## config.mk

```make
export PLATFORM = sky130hd
export DESIGN_NAME = param_seq_multiplier
export DESIGN_NICKNAME = d
export VERILOG_FILES = /design/src/rtl/param_seq_multiplier.sv
export SDC_FILE = /design/constraint.sdc
export NUM_CORES = 1
export LEC_CHECK = 0
export ABC_CLOCK_PERIOD_IN_PS = 6800
export CORE_ASPECT_RATIO = 0.6
export CORE_MARGIN = 10
export CORE_UTILIZATION = 60
export CTS_CLUSTER_DIAMETER = 60
export DETAILED_ROUTE_END_ITERATION = 8
export PLACE_DENSITY = 0.84
export SETUP_SLACK_MARGIN = 0.05
export SLEW_MARGIN = 20
export SYNTH_ARGS = -nofsm -noshare
export SYNTH_HDL_FRONTEND = slang
export SYNTH_SLANG_ARGS = --single-unit
```

## constraint.sdc

```tcl
create_clock -name clk -period 6.8 [get_ports clk]
set_clock_uncertainty 0.1 [all_clocks]
set_input_delay 0.68 -clock clk [delete_from_list [all_inputs] [get_ports clk]]
set_output_delay 0.68 -clock clk [all_outputs]
set_load 0.1 [all_outputs]
```

## src/rtl/param_seq_multiplier.sv

```systemverilog
// Sequential shift-and-add multiplier: WIDTH add/shift steps on operand
// magnitudes, with the sign applied once when the result is published.
module param_seq_multiplier #(
  parameter int WIDTH = 8
) (
  input  logic                 clk,
  input  logic                 reset,
  input  logic                 start,
  input  logic                 signed_mode,
  input  logic [WIDTH-1:0]     multiplier,
  input  logic [WIDTH-1:0]     multiplicand,
  output logic                 busy,
  output logic                 ready,
  output logic [2*WIDTH-1:0]   product,
  output logic                 sign
);

  localparam int CW = (WIDTH > 2) ? $clog2(WIDTH) : 1;

  typedef enum logic [1:0] {
    IDLE = 2'd0,
    RUN  = 2'd1,
    DONE = 2'd2
  } state_t;

  state_t               r_state;
  state_t               w_next_state;
  logic [CW-1:0]        r_count;
  logic [WIDTH-1:0]     r_mplier;
  logic [2*WIDTH-1:0]   r_mcand;
  logic [2*WIDTH-1:0]   r_acc;
  logic                 r_neg;
  logic                 r_ready;
  logic [2*WIDTH-1:0]   r_product;
  logic                 r_sign;

  logic                 w_last;
  logic [WIDTH-1:0]     w_mag_a;
  logic [WIDTH-1:0]     w_mag_b;
  logic                 w_res_neg;

  // Magnitude of -2^(WIDTH-1) is 2^(WIDTH-1), which still fits unsigned in WIDTH bits.
  assign w_mag_a   = (signed_mode && multiplier[WIDTH-1])   ? -multiplier   : multiplier;
  assign w_mag_b   = (signed_mode && multiplicand[WIDTH-1]) ? -multiplicand : multiplicand;
  assign w_res_neg = signed_mode & (multiplier[WIDTH-1] ^ multiplicand[WIDTH-1]);
  assign w_last    = (r_count == CW'(WIDTH - 1));

  always_ff @(posedge clk or posedge reset) begin
    // NOTE: sequential state uses non-blocking (<=) so every register samples pre-edge values.
    if (reset) begin
      r_state <= IDLE;
    end else begin
      r_state <= w_next_state;
    end
  end

  always_comb begin
    // NOTE: default assigned first so no path leaves w_next_state unassigned (no latch).
    w_next_state = r_state;
    case (r_state)
      IDLE:    if (start) w_next_state = RUN;
      RUN:     if (w_last) w_next_state = DONE;
      DONE:    w_next_state = IDLE;
      default: w_next_state = IDLE;
    endcase
  end

  always_ff @(posedge clk or posedge reset) begin
    if (reset) begin
      r_count   <= '0;
      r_mplier  <= '0;
      r_mcand   <= '0;
      r_acc     <= '0;
      r_neg     <= 1'b0;
      r_ready   <= 1'b0;
      r_product <= '0;
      r_sign    <= 1'b0;
    end else begin
      r_ready <= (r_state == DONE);
      case (r_state)
        IDLE: begin
          if (start) begin
            r_mplier <= w_mag_a;
            r_mcand  <= {{WIDTH{1'b0}}, w_mag_b};
            r_acc    <= '0;
            r_count  <= '0;
            r_neg    <= w_res_neg;
          end
        end
        RUN: begin
          if (r_mplier[0]) begin
            r_acc <= r_acc + r_mcand;
          end
          r_mcand  <= r_mcand << 1;
          r_mplier <= r_mplier >> 1;
          // Wraps to zero after the last step when WIDTH is a power of two; unused then.
          r_count  <= r_count + CW'(1);
        end
        DONE: begin
          r_product <= r_neg ? -r_acc : r_acc;
          r_sign    <= r_neg && (r_acc != '0);
        end
        default: ;
      endcase
    end
  end

  assign busy    = (r_state != IDLE);
  assign ready   = r_ready;
  assign product = r_product;
  assign sign    = r_sign;

endmodule

```

==> metrics.cfg <==
[outcome]
status = finished, final reports clean

[sta]
rsz0062_at_grt = false
tightestPinTransition_ns = 1.16
setup_viol = 0
finalHoldViolCount = 0
tns_ns = 0
slew_violations = 0
max-slew-margin-rel_pct = 22.7
fmax_mhz = 360
finalCritPeriodShare_pct = 40.9
period_minus_slack_ns = 2.78

[floorplanning]
start_util_pct = 61.6
die_area_um2 = 9900
io_pins = 39
rows = 22
core-area_um2 = 6080
fp.dieH_um = 81.2
die_x_um = 122

[power_and_ir_drop]
p_switching_mw = 1.20
swShare_pct = 51.9
p_int_mw = 1.11
p_per_area_nw_per_um2 = 531
seq_power_share_pct = 30.2
power_mw = 2.31
comb_power_share_pct = 57.2
max-vdd-ir-drop_mv = 0.271
p_leak_nw = 1.98
power.share.clock_pct = 12.6

[yosys]
yosysTopAreaCellShare_pct = 42.8
synthArstFlopShare_pct = 100
netlist_area_um2 = 3740
synth_nets = 463
synth_seq_area_share_pct = 42.8
synth_edf_count = 0
synth_top_area_cell = dfrtp_1
ys_types = 48
ys_seq_elements = 64
syn-instance-count = 422
yosys_warnings = 0
yosys-top-cells-count = nand2_1 (76), dfrtp_1 (64), o21ai_0 (59), ha_1 (20), xor2_1 (19)
ys_top_cells_by_area = dfrtp_1 (43%), o21ai_0 (7.9%), nand2_1 (7.6%)
synth-main-ff-cell = dfrtp_1
avgSynthCellArea_um2 = 8.87
synth_most_common_cell = nand2_1

[placement]
io_buffers = 38
gp_congestion = 0.930
hpwl_mm = 6.50
dpl.cell_count = 527

[detailed_routing]
vias = 3201
first_pass_iters = 6
drc = 0
vias_per_cell = 5.91
detail_route.iter0.violations = 225
routed_wl_mm = 8.89
drtAntennaViolNets = 0
wire_per_inst_um = 16.4

[clock_tree]
post_cts_buffers = 0
path_clk_slew_ns = 0.07
postCtsHoldBufs = 0
cts_root_buf = clkbuf_8
cts_resized = 0
cts.sinks = 64
clk_latency_ns = 0.35
htree_levels = 3
clockBufferDepth = 2
cts_buffers = 9
tritoncts = done

[final_layout]
drive_above_1_share_pct = 5.46
diodes = 0
final-seq-area_um2 = 1600
fin_util_pct = 71.5
nets = 495
final_cells = 542
nFillCells = 468
multi_input_area_um2 = 2010
syn2layout_area_growth_pct = 16.1

[global_route]
grt_pass1_wl_mm = 15.2
grt_antenna_before_repair = 0
gr-max-usage-layer = met2
use_met1_pct = 25.7
grt_usage_pct = 18.9
met3_usage_pct = 6.09
grt_max_degree = 65
grtUsageMet2_pct = 28.7
first_global_vias = 3068
grt.overflow.total = 0

[setup_path]
worstPathArrival_ns = 2.00
crit_path_start = r_state[1]
crit_chain = nor2_1 -> inv_1 -> clkdlybuf4s50_1
cp-endpoint = busy
worst_r2r_endpoint = r_acc[12]
cp_slowest_cell = clkdlybuf4s50_1
path_class = reg2out
rr_worst_depth = 10
required_ns = 6.02
rrSetupSlack_ns = 4.09
crit_fanout = 4
r2r_start = r_mcand[0]
setup.worst_path.start_class = flip-flop
endpoint_kind = primary output
crit_path_max_incr_delay_ns = 1.12

[min_path]
hp-class = reg2reg

[flow_run]
drv_cap = 0

[metrics by stage]
step	instance area, µm²	hold WS, ns	setup slack (ns)
finish	4350	0.381	4.02
global route	4350	0.404	3.92
CTS	4350	0.387	4.02
detailed placement	4170	0.370	4.07
global placement	4170	0.361	4.20
floorplan	3740	0.367	4.42
[placed cells by master (no fill, tap or decap), types with 3 or more instances in the layout]
cell type / instances
a21oi_1: 14
o31ai_1: 8
nor2_1: 16
mux2i_1: 5
dfrtp_1: 64
a31oi_1: 5
xor2_1: 19
nand2b_1: 3
clkdlybuf4s50_1: 38
xnor2_1: 13
o21ai_0: 59
nand3_1: 14
o21ai_1: 5
nand2_1: 76
ha_1: 20
a21o_1: 6
a22oi_1: 12
nor3b_1: 4
clkbuf_8: 11
nor3_1: 6
nor2b_1: 5
inv_1: 15
clkinv_2: 4
[worst min-delay path by stage]
stage,from,end,depth (start not counted)
finish,sign,sign,2
global route,product[9],product[9],2
CTS,product[12],product[12],2
detailed placement,sign,sign,2
global placement,sign,sign,2
floorplan,r_mplier[7],r_mplier[7],2
[layout make-up]
| class | count | area share [%] |
|---|---|---|
| clock buffers | 11 | 3.48 |
| repair buffers | 40 | 9.09 |
| clock inverters | 4 | 0.460 |
| multi-input cells | 323 | 46.3 |
| flip-flops and latches | 64 | 36.8 |
| well taps | 84 | 2.42 |
| inverters | 16 | 1.38 |
[metal layers]
metal  share of wire, %  wire length, µm
met4               0.90               80
met3                6.2              555
met2                 45             3980
met5                  0                0
met1                 48             4270
[cell families (layout without fill, tap and decap cells)]
kind of cell / count (synthesis) / count (layout) / synth area share, %
simple gates: 138 / 138 / 17.0
xor+xnor: 32 / 32 / 7.48
flops: 64 / 64 / 42.8
buf+inv: 35 / 71 / 3.51
mux: 5 / 5 / 1.34
compound gates: 127 / 127 / 20.6
fa+ha+maj: 21 / 21 / 7.22
[worst max-delay path: cells and delay by family, from the launching register on]
family,cells,cell delay (ns)
buf+inv,2,1.17
flops,1,0.39
simple gates,1,0.08
[power by group through the flow]
| stage | clock network, mW | registers, mW | logic (mW) |
|---|---|---|---|
| 2_1_floorplan | 0 | 1.00 | 0.696 |
| 3_3_place_gp | 0 | 0.690 | 1.27 |
| 3_5_place_dp | 0 | 0.699 | 1.31 |
| 4_1_cts | 0.292 | 0.694 | 1.32 |
| 5_1_grt | 0.312 | 0.722 | 1.45 |
| 6_report | 0.291 | 0.697 | 1.32 |
[sequential cells by signal, summed over array words and instances (netlist names)]
register	flops
product	16
r_acc	16
r_mcand	16
r_mplier	8
r_count	3
r_state	2
r_neg	1
ready	1
sign	1
No activity file was read; power rests on OpenSTA's default activity.
